## config.mk

```make
export PLATFORM = sky130hd
export DESIGN_NAME = dac_sample_pacer
export DESIGN_NICKNAME = d
export VERILOG_FILES = /design/src/rtl/dac_pacer_pkg.sv /design/src/rtl/dac_sample_fifo.sv /design/src/rtl/dac_sample_pacer.sv
export SDC_FILE = /design/constraint.sdc
export NUM_CORES = 1
export LEC_CHECK = 0
export BUFFER_PORTS_ARGS = -buffer_cell sky130_fd_sc_hd__buf_2
export CORE_ASPECT_RATIO = 0.75
export CORE_MARGIN = 5
export CORE_UTILIZATION = 40
export CTS_BUF_LIST = sky130_fd_sc_hd__clkbuf_4 sky130_fd_sc_hd__clkbuf_8
export DETAILED_ROUTE_END_ITERATION = 8
export PLACE_DENSITY_LB_ADDON = 0.05
export SLEW_MARGIN = 20
export SYNTH_ARGS = -nofsm -noshare
export SYNTH_HDL_FRONTEND = slang
export SYNTH_SLANG_ARGS = --single-unit
```

## constraint.sdc

```tcl
create_clock -name CLK -period 3.7 [get_ports CLK]
set_input_delay 0.925 -clock CLK [delete_from_list [all_inputs] [get_ports CLK]]
set_output_delay 0.925 -clock CLK [all_outputs]
set_load 0.05 [all_outputs]
```

## src/rtl/dac_pacer_pkg.sv

```systemverilog
// dac_pacer_pkg: shared types and constants for the DAC sample pacer.
package dac_pacer_pkg;

  localparam int unsigned DAC_DATA_W = 10;

  typedef enum logic [1:0] {
    IDLE,
    PRIME,
    RUN
  } pacer_state_t;

endpackage

```

## src/rtl/dac_sample_fifo.sv

```systemverilog
// dac_sample_fifo: small circular sample buffer with a combinational head read.
// The pointers wrap modulo DEPTH. DEPTH must be a power of two, at least 2.
// A push and a pop in the same cycle are both accepted, including when full.
module dac_sample_fifo #(
  parameter int unsigned DATA_W = 10,
  parameter int unsigned DEPTH  = 8
) (
  input  logic                   clk,
  input  logic                   rst_n,
  input  logic                   push,
  input  logic                   pop,
  input  logic [DATA_W-1:0]      wdata,
  output logic [DATA_W-1:0]      rdata,
  output logic                   full,
  output logic                   empty,
  output logic [$clog2(DEPTH):0] level
);

  localparam int unsigned AW = $clog2(DEPTH);
  localparam logic [AW:0] FULL_LVL = DEPTH[AW:0];

  logic [DATA_W-1:0] mem [DEPTH];
  logic [AW-1:0]     wptr;
  logic [AW-1:0]     rptr;
  logic              do_push;
  logic              do_pop;

  assign full    = (level == FULL_LVL);
  assign empty   = (level == '0);
  assign do_pop  = pop && !empty;
  assign do_push = push && (!full || do_pop);
  assign rdata   = mem[rptr];

  // Storage array: written only on an accepted push.
  always_ff @(posedge clk) begin
    if (do_push) mem[wptr] <= wdata;
  end

  // Pointers and occupancy; power-of-two depth makes the pointer wrap implicit.
  always_ff @(posedge clk or negedge rst_n) begin
    if (!rst_n) begin
      wptr  <= '0;
      rptr  <= '0;
      level <= '0;
    end else begin
      if (do_push) wptr <= wptr + 1'b1;
      if (do_pop)  rptr <= rptr + 1'b1;
      case ({do_push, do_pop})
        2'b10:   level <= level + 1'b1;
        2'b01:   level <= level - 1'b1;
        default: level <= level;
      endcase
    end
  end

endmodule

```

## src/rtl/dac_sample_pacer.sv

```systemverilog
// dac_sample_pacer: buffers core-written samples and releases one to the DAC
// every div+1 clocks once the FIFO has been primed to PRIME_LVL entries.
// Optional build macro DAC_PACER_UNDERRUN_CNT_EN adds a saturating 16-bit
// underrun_cnt output; without it the port and counter are absent.
module dac_sample_pacer
  import dac_pacer_pkg::*;
#(
  parameter int unsigned DATA_W    = DAC_DATA_W,
  parameter int unsigned DEPTH     = 8,
  parameter int unsigned DIV_W     = 16,
  parameter int unsigned PRIME_LVL = 4
) (
  input  logic                   CLK,
  input  logic                   reset_n,
  input  logic                   enable,
  input  logic [DIV_W-1:0]       div,
  input  logic                   wr_valid,
  input  logic [DATA_W-1:0]      wr_data,
  output logic                   wr_ready,
  output logic [DATA_W-1:0]      D,
  output logic                   sample_strobe,
  output logic [$clog2(DEPTH):0] fifo_level,
  output logic                   underrun
`ifdef DAC_PACER_UNDERRUN_CNT_EN
  ,
  output logic [15:0]            underrun_cnt
`endif
);

  localparam int unsigned LVL_W = $clog2(DEPTH) + 1;
  localparam logic [LVL_W-1:0] PRIME_THR = PRIME_LVL[LVL_W-1:0];

  pacer_state_t      state;
  pacer_state_t      state_next;
  logic [DIV_W-1:0]  cnt;
  logic [DIV_W-1:0]  cnt_next;
  logic              tick;
  logic              push;
  logic              pop;
  logic              underrun_set;
  logic              fifo_full;
  logic              fifo_empty;
  logic [DATA_W-1:0] fifo_rdata;

  assign wr_ready = !fifo_full;
  assign push     = wr_valid && !fifo_full;
  assign tick     = (cnt >= div);

  dac_sample_fifo #(
    .DATA_W (DATA_W),
    .DEPTH  (DEPTH)
  ) u_fifo (
    .clk   (CLK),
    .rst_n (reset_n),
    .push  (push),
    .pop   (pop),
    .wdata (wr_data),
    .rdata (fifo_rdata),
    .full  (fifo_full),
    .empty (fifo_empty),
    .level (fifo_level)
  );

  // Next state, tick counter and pop/underrun decisions.
  always_comb begin
    state_next   = state;
    cnt_next     = '0;
    pop          = 1'b0;
    underrun_set = 1'b0;
    if (!enable) begin
      // Enable drop wins over a coincident tick: no pop, counter cleared.
      state_next = IDLE;
    end else begin
      case (state)
        IDLE:  state_next = PRIME;
        PRIME: if (fifo_level >= PRIME_THR) state_next = RUN;
        RUN: begin
          cnt_next = cnt + 1'b1;
          if (tick) begin
            cnt_next = '0;
            if (!fifo_empty) begin
              pop = 1'b1;
            end else begin
              underrun_set = 1'b1;
              state_next   = PRIME;
            end
          end
        end
        default: state_next = IDLE;
      endcase
    end
  end

  // State and sample-period counter registers.
  always_ff @(posedge CLK or negedge reset_n) begin
    if (!reset_n) begin
      state <= IDLE;
      cnt   <= '0;
    end else begin
      state <= state_next;
      cnt   <= cnt_next;
    end
  end

  // DAC output register and the pulses aligned with its update.
  always_ff @(posedge CLK or negedge reset_n) begin
    if (!reset_n) begin
      D             <= '0;
      sample_strobe <= 1'b0;
      underrun      <= 1'b0;
    end else begin
      if (pop) D <= fifo_rdata;
      sample_strobe <= pop;
      underrun      <= underrun_set;
    end
  end

`ifdef DAC_PACER_UNDERRUN_CNT_EN
  // Saturating underrun event counter, cleared only by reset.
  always_ff @(posedge CLK or negedge reset_n) begin
    if (!reset_n) begin
      underrun_cnt <= '0;
    end else if (underrun_set && (underrun_cnt != 16'hFFFF)) begin
      underrun_cnt <= underrun_cnt + 16'd1;
    end
  end
`endif

endmodule

```

Word-level counts from Yosys, hierarchy flattened
Memory sizes are Yosys's and may differ from the RTL's. A register that Yosys moved wholly into a read port is not among the register bits.
Cells that the tools add are included.
{ "totals": {"in_bits": 30, "ram_bits": 80, "output_inout_bits": 17, "regBits": 30, "n_memories": 1} }
{ "op_classes": {"reduce_logical": 11, "magnitude_cmp": 2, "add_sub_neg": 5, "n_eq_ne": 8, "mux": 19} }
{ "memory_table": {"columns": ["memory", "depth", "word_bits", "read_ports", "rd_clocked_by_memory_dff", "wr", "line", "source"], "rows": [
  ["u_fifo.mem", 8, 10, 1, 1, 1, "dac_sample_fifo.sv:22", "logic [DATA_W-1:0] mem [DEPTH];"]
]} }
{ "op_table": {"columns": ["cell", "n"], "rows": [
  ["$mux W16", 3],
  ["$add A16 B1 Y16 const B", 1],
  ["$ge A16 B16 Y1", 1],
  ["$mux W1", 10],
  ["$ne A3 B3 Y1 const B", 3],
  ["$mux W2", 4],
  ["$pmux W4 S2", 1],
  ["$add A3 B1 Y3 const B", 2],
  ["$pmux W2 S3", 1],
  ["$add A4 B1 Y4 const B", 1],
  ["$eq A2 B1 Y1 const B", 2],
  ["$eq A2 B2 Y1 const B", 2],
  ["$eq A4 B4 Y1 const B", 1],
  ["$ge A4 B3 Y1 const B", 1],
  ["$logic_not A4 Y1", 1],
  ["$sub A4 B1 Y4 const B", 1],
  ["$logic_and A1 B1 Y1", 3],
  ["$logic_not A1 Y1", 3],
  ["$reduce_and A3 Y1", 1],
  ["$logic_not A2 Y1", 1],
  ["$reduce_bool A2 Y1", 1],
  ["$logic_or A1 B1 Y1", 1]
]} }

Longest topological paths before layout
{ "depth": {"depth_word": 10, "ltp_mapped": 14} }

By module
Synthesis repeated with hierarchy kept, for this count alone.
{ "unflattened": {"cells_unflattened": 380, "hier_area_um2": 5510.3} }
{ "modules_own_cells": {"columns": ["mod", "instances", "seq_area_each_um2", "area_each_um2", "cells_each"], "rows": [
  ["dac_sample_fifo", 1, 2652.5, 3666.0, 186],
  ["dac_sample_pacer", 1, 750.7, 1844.3, 194]
]} }

Worst setup path before layout
Ideal clock, no wire load.
{ "synth_timing": {"path_type": "input-to-reg", "from": "in div[13]", "to": "reg u_fifo.level[3]", "path_stages": 14, "setup_ns": 0.145, "setup_slack_ns": -0.122, "required_ns": 3.555, "arrival_time_ns": 3.676, "cell_sequence": "inv_1 -> ha_1 -> a21o_1 -> a21o_1 -> a2111o_1 -> o31a_1 -> buf_6 -> ha_1 -> ha_1 -> a21o_1 -> a21oi_1 -> xnor2_1 -> nor2_1 -> xor2_1"} }
{ "synth_via": {"elab_chain_len": 9, "word_cells_on_any_way": 11, "cone_classes": "1 x order compare; 2 x eq/ne; 4 x mux; 4 x reduce/logical"} }
{ "synth_lines": {"columns": ["item", "line", "source"], "rows": [
  ["start, declared", "dac_sample_pacer.sv:16", "input logic [DIV_W-1:0] div,"],
  ["$ge A16 B16 Y1 *", "dac_sample_pacer.sv:47", "assign tick = (cnt >= div);"],
  ["$mux W1 *", "dac_sample_pacer.sv:79", "if (tick) begin"],
  ["$mux W1 *", "dac_sample_pacer.sv:74", "case (state)"],
  ["$mux W1 *", "dac_sample_pacer.sv:70", "if (!enable) begin"],
  ["$logic_and A1 B1 Y1 *", "dac_sample_fifo.sv:30", "assign do_pop = pop && !empty;"],
  ["named net u_fifo.do_pop", "dac_sample_fifo.sv:26", "logic do_pop;"],
  ["$logic_or A1 B1 Y1", "dac_sample_fifo.sv:31", "assign do_push = push && (!full || do_pop);"],
  ["$logic_and A1 B1 Y1", "dac_sample_fifo.sv:31", null],
  ["$eq A2 B1 Y1 / $eq A2 B2 Y1 (equally long branches)", "dac_sample_fifo.sv:48", "case ({do_push, do_pop})"],
  ["$pmux W4 S2 / $reduce_bool A2 Y1 (equally long branches)", null, null],
  ["end signal, assigned", "dac_sample_fifo.sv:49", "2'b10: level <= level + 1'b1;"],
  ["end signal, assigned", "dac_sample_fifo.sv:50", "2'b01: level <= level - 1'b1;"],
  ["end signal, assigned", "dac_sample_fifo.sv:51", "default: level <= level;"],
  ["end, declared", "dac_sample_fifo.sv:16", "output logic [$clog2(DEPTH):0] level"]
]} }
The timed path passes the listed nets; every way through them passes the cells marked *.
A chain may end at the register's enable or synchronous reset.

Worst setup path in the final report
{ "layout_timing": {"from": "in div[13]", "to": "reg u_fifo.level[3]"} }
{ "layout_via": {"elab_chain_len": 9, "word_cells_on_any_way": 11, "cone_classes": "1 x order compare; 2 x eq/ne; 4 x mux; 4 x reduce/logical"} }
{ "layout_lines": {"columns": ["item", "line"], "rows": [
  ["$ge A16 B16 Y1 *", "dac_sample_pacer.sv:47"],
  ["$mux W1 *", "dac_sample_pacer.sv:79"],
  ["$mux W1 *", "dac_sample_pacer.sv:74"],
  ["$mux W1 *", "dac_sample_pacer.sv:70"],
  ["$logic_and A1 B1 Y1 *", "dac_sample_fifo.sv:30"],
  ["$logic_or A1 B1 Y1", "dac_sample_fifo.sv:31"],
  ["$logic_and A1 B1 Y1", "dac_sample_fifo.sv:31"],
  ["$eq A2 B1 Y1 / $eq A2 B2 Y1 (equally long branches)", "dac_sample_fifo.sv:48"],
  ["$pmux W4 S2 / $reduce_bool A2 Y1 (equally long branches)", null]
]} }
Mark *: on every way between the ends. The rest lies on a longest branch, timed or not.

==> impl_metrics.py <==
metrics = {
    "outcome": {
        "outcome": "complete, no violations",
    },
    "die": {
        "start_util_pct": 40.7,
        "fp.dieW_um": 143,
        "dieArea_um2": 15600,
        "io_pins": 47,
        "die_y_um": 109,
        "rows": 36,
        "core_um2": 12900,
    },
    "setup_path": {
        "cp_max_fo": 3,
        "path_cells": "buf_2 > inv_1 > ha_1 > a21o_1 > a21o_1 > a2111o_1 > o31a_1 > ha_2 > ha_1 > a21o_1 > a21oi_2 > xnor2_1 > nor2_1 > xor2_1",
        "crit_path_start_kind": "input port",
        "critical_path_class": "input port to register",
        "reg2reg_slack_ns": 0.59,
        "path_buf_inv": 2,
        "rr_endpoint": "u_fifo.level[3]",
        "crit_cells": 14,
        "endpoint": "u_fifo.level[3]",
        "cp_slowest_cell": "a2111o_1",
        "worst_ep_arrival_time_ns": 3.57,
        "r2r-start": "cnt[0]",
        "crit_top_cell": "a21o_1",
        "cp_top_family": "compound AO/OA/AOI/OAI gates",
        "ff2ff_path_depth": 14,
        "critPathCaptureType": "register",
        "crit_path_start": "div[13]",
        "critical_path.max_stage_delay_ns": 0.41,
        "required_ns": 4.01,
    },
    "synthesis": {
        "synthCells": 336,
        "synth_nets": 389,
        "synth_enable_flop_cells": 80,
        "synth_area_um2": 5270,
        "synthFlopType": "edfxtp_1",
        "ys_types": 41,
        "synth_top_cell_area_share_pct": 45.6,
        "async_flop_share_pct": 33.3,
        "yosysWarnings": 0,
        "yosysMostFrequentCell": "edfxtp_1",
        "synth_top_cells_by_area": "edfxtp_1, dfrtp_1, mux4_2, ha_1, mux2_2",
        "avgSynthCellArea_um2": 15.7,
        "ys_ff_latch": 120,
        "yosysSeqAreaShare_pct": 64.6,
        "yosys.area.top_type": "edfxtp_1",
        "synthTopCellsByCount": "edfxtp_1, dfrtp_1, nor2_1",
    },
    "cts": {
        "cts-resized-gates": 0,
        "cts_sinks": 120,
        "numCtsBuffers": 17,
        "cts_root_buf": "clkbuf_8",
        "clkTransAtPathRegs_ns": 0.07,
        "cts_hold_buf": 0,
        "clockBufferDepth": 2,
        "htree_levels": 4,
        "cts_tree": "done",
        "worstSkewPairLatency_ns": 0.42,
        "cts_setup_buffers": 0,
    },
    "cells_and_area": {
        "n_fill_cell": 1135,
        "nets": 461,
        "drive_gt1_share_pct": 32.5,
        "area_growth_pct": 16.6,
        "antenna_cells": 0,
    },
    "drt": {
        "drc": 0,
        "drt_first_pass_iters": 4,
        "viasPerCell": 5.12,
        "vias": 3021,
        "totalWireLength_mm": 10.5,
        "wl_per_cell_um": 17.8,
        "initialDrtViolationCount": 128,
        "final_antenna_net_count": 0,
    },
    "timing": {
        "whs_ns": 0.479,
        "max_freq_mhz": 307,
        "finClkSkew_ns": 0.00884,
        "fin_crit_ns": 3.26,
        "finalSetupTns_ns": 0,
        "setup_viol": 0,
        "slew_headroom_pct": 33.1,
        "finalMaxSlewViolations": 0,
        "rsz0062_at_grt": "no",
        "post-route-period-util_pct": 88.1,
        "hold_violations": 0,
        "worst_pin_slew_ns": 1.00,
    },
    "pwr": {
        "ir_worst_vdd_uv": 412,
        "p_per_area_nw_per_um2": 539,
        "p_leak_uw": 0.00251,
    },
    "grt": {
        "grt_pass1_vias": 3008,
        "grtUsageTotal_pct": 14.6,
        "antenna_found_initial": 0,
        "grt_max_degree": 41,
        "grt-ovfl-total": 0,
        "grt_pass1_wl_mm": 16.7,
    },
    "min_path": {
        "worstHoldStart": "D[6]",
        "hold_class": "register to register",
    },
    "placement": {
        "place_hpwl_mm": 6.74,
        "portBuffers": 46,
        "finalWeightedCongestion": 0.752,
    },
    "run": {
        "maxCapViolCount": 0,
    },
}
[stage by stage]
stage,cell area [um^2],cells,worst slack (ns),total power (uW),util [%]
2_1_floorplan,5290,336,0.0159,2080,-
3_3_place_gp,5800,560,0.0632,2280,44.9
3_5_place_dp,5800,560,0.00279,2300,44.9
4_1_cts,6140,590,0.459,3350,47.5
5_1_grt,6140,590,0.356,3480,47.5
6_report,6140,590,0.439,3310,47.5
[final cells by class]
cell class | count | area [um^2] | share of cell area (%)
flip-flops and latches | 120 | 3400 | 55.4
clock buffers | 23 | 285 | 4.64
repair buffers | 62 | 353 | 5.74
clock inverters | 7 | 55.1 | 0.896
multi-input cells | 187 | 1760 | 28.6
well taps | 171 | 214 | 3.48
inverters | 20 | 75.1 | 1.22
[worst min path at each step]
stage / cells after the start / to / slack [ns]
after floorplan: 1 / cnt[0] / 0.48
after global placement: 1 / D[6] / 0.47
after detailed placement: 1 / D[6] / 0.47
after CTS: 1 / D[6] / 0.49
after global routing: 1 / D[6] / 0.50
final: 1 / D[6] / 0.48
[sequential cells by signal, summed over array words and instances, names as in the netlist]
name	cells
cnt	16
sample_strobe	1
underrun	1
u_fifo.wptr	3
u_fifo.rptr	3
u_fifo.level	4
state	2
u_fifo.mem	80
D	10
[layout by cell type (no fill, tap or decap), types with 3 or more instances in the layout]
cell type / instances
a21o_1: 4
and3_1: 5
and4_1: 3
buf_2: 45
buf_4: 17
clkbuf_4: 5
clkbuf_8: 18
clkinv_1: 4
dfrtp_1: 40
edfxtp_1: 80
ha_1: 21
inv_1: 20
mux2_2: 21
mux4_2: 20
nand2_1: 14
nand2b_1: 4
nand3_1: 7
nand4_1: 3
nor2_1: 27
nor3_1: 4
o21a_1: 3
o21ai_0: 3
xnor2_1: 6
xor2_1: 15
[cell families after synthesis]
| family | count (synthesis) | share of synthesized area [%] |
|---|---|---|
| DFF | 120 | 64.6 |
| muxes | 42 | 13.3 |
| and+or+nand+nor | 79 | 7.60 |
| adders and majority gates | 23 | 5.61 |
| buffers and inverters | 29 | 2.42 |
| AOI/OAI and AO/OA | 22 | 3.02 |
| xor gates and xnor gates | 21 | 3.49 |
[power by group]
part | internal, uW | switching [uW]
logic | 208 | 343
registers | 1620 | 99.5
clock network | 566 | 477
[routing by layer]
| metal | global-route usage, % | wire length, um | up-vias |
|---|---|---|---|
| li1 | - | - | 1415 |
| met3 | 4.48 | 465 | 10 |
| met2 | 21.3 | 4670 | 53 |
| met1 | 20.9 | 5250 | 1543 |
| met4 | 4.88 | 124 | 0 |
| met5 | 0 | 0 | - |
[worst register-to-register path, cell delays in order, from the launching register on]
cell and delay [ns]:
dfrtp_1 0.47, inv_1 0.07, ha_1 0.26, nand2b_1 0.15, a2111oi_2 0.39, buf_4 0.19
nor4_4 0.04, o31a_1 0.30, ha_2 0.22, ha_1 0.27, a21o_1 0.19, a21oi_2 0.12
xnor2_1 0.13, nor2_1 0.06, xor2_1 0.13
Power figures use the tool's default switching activity.
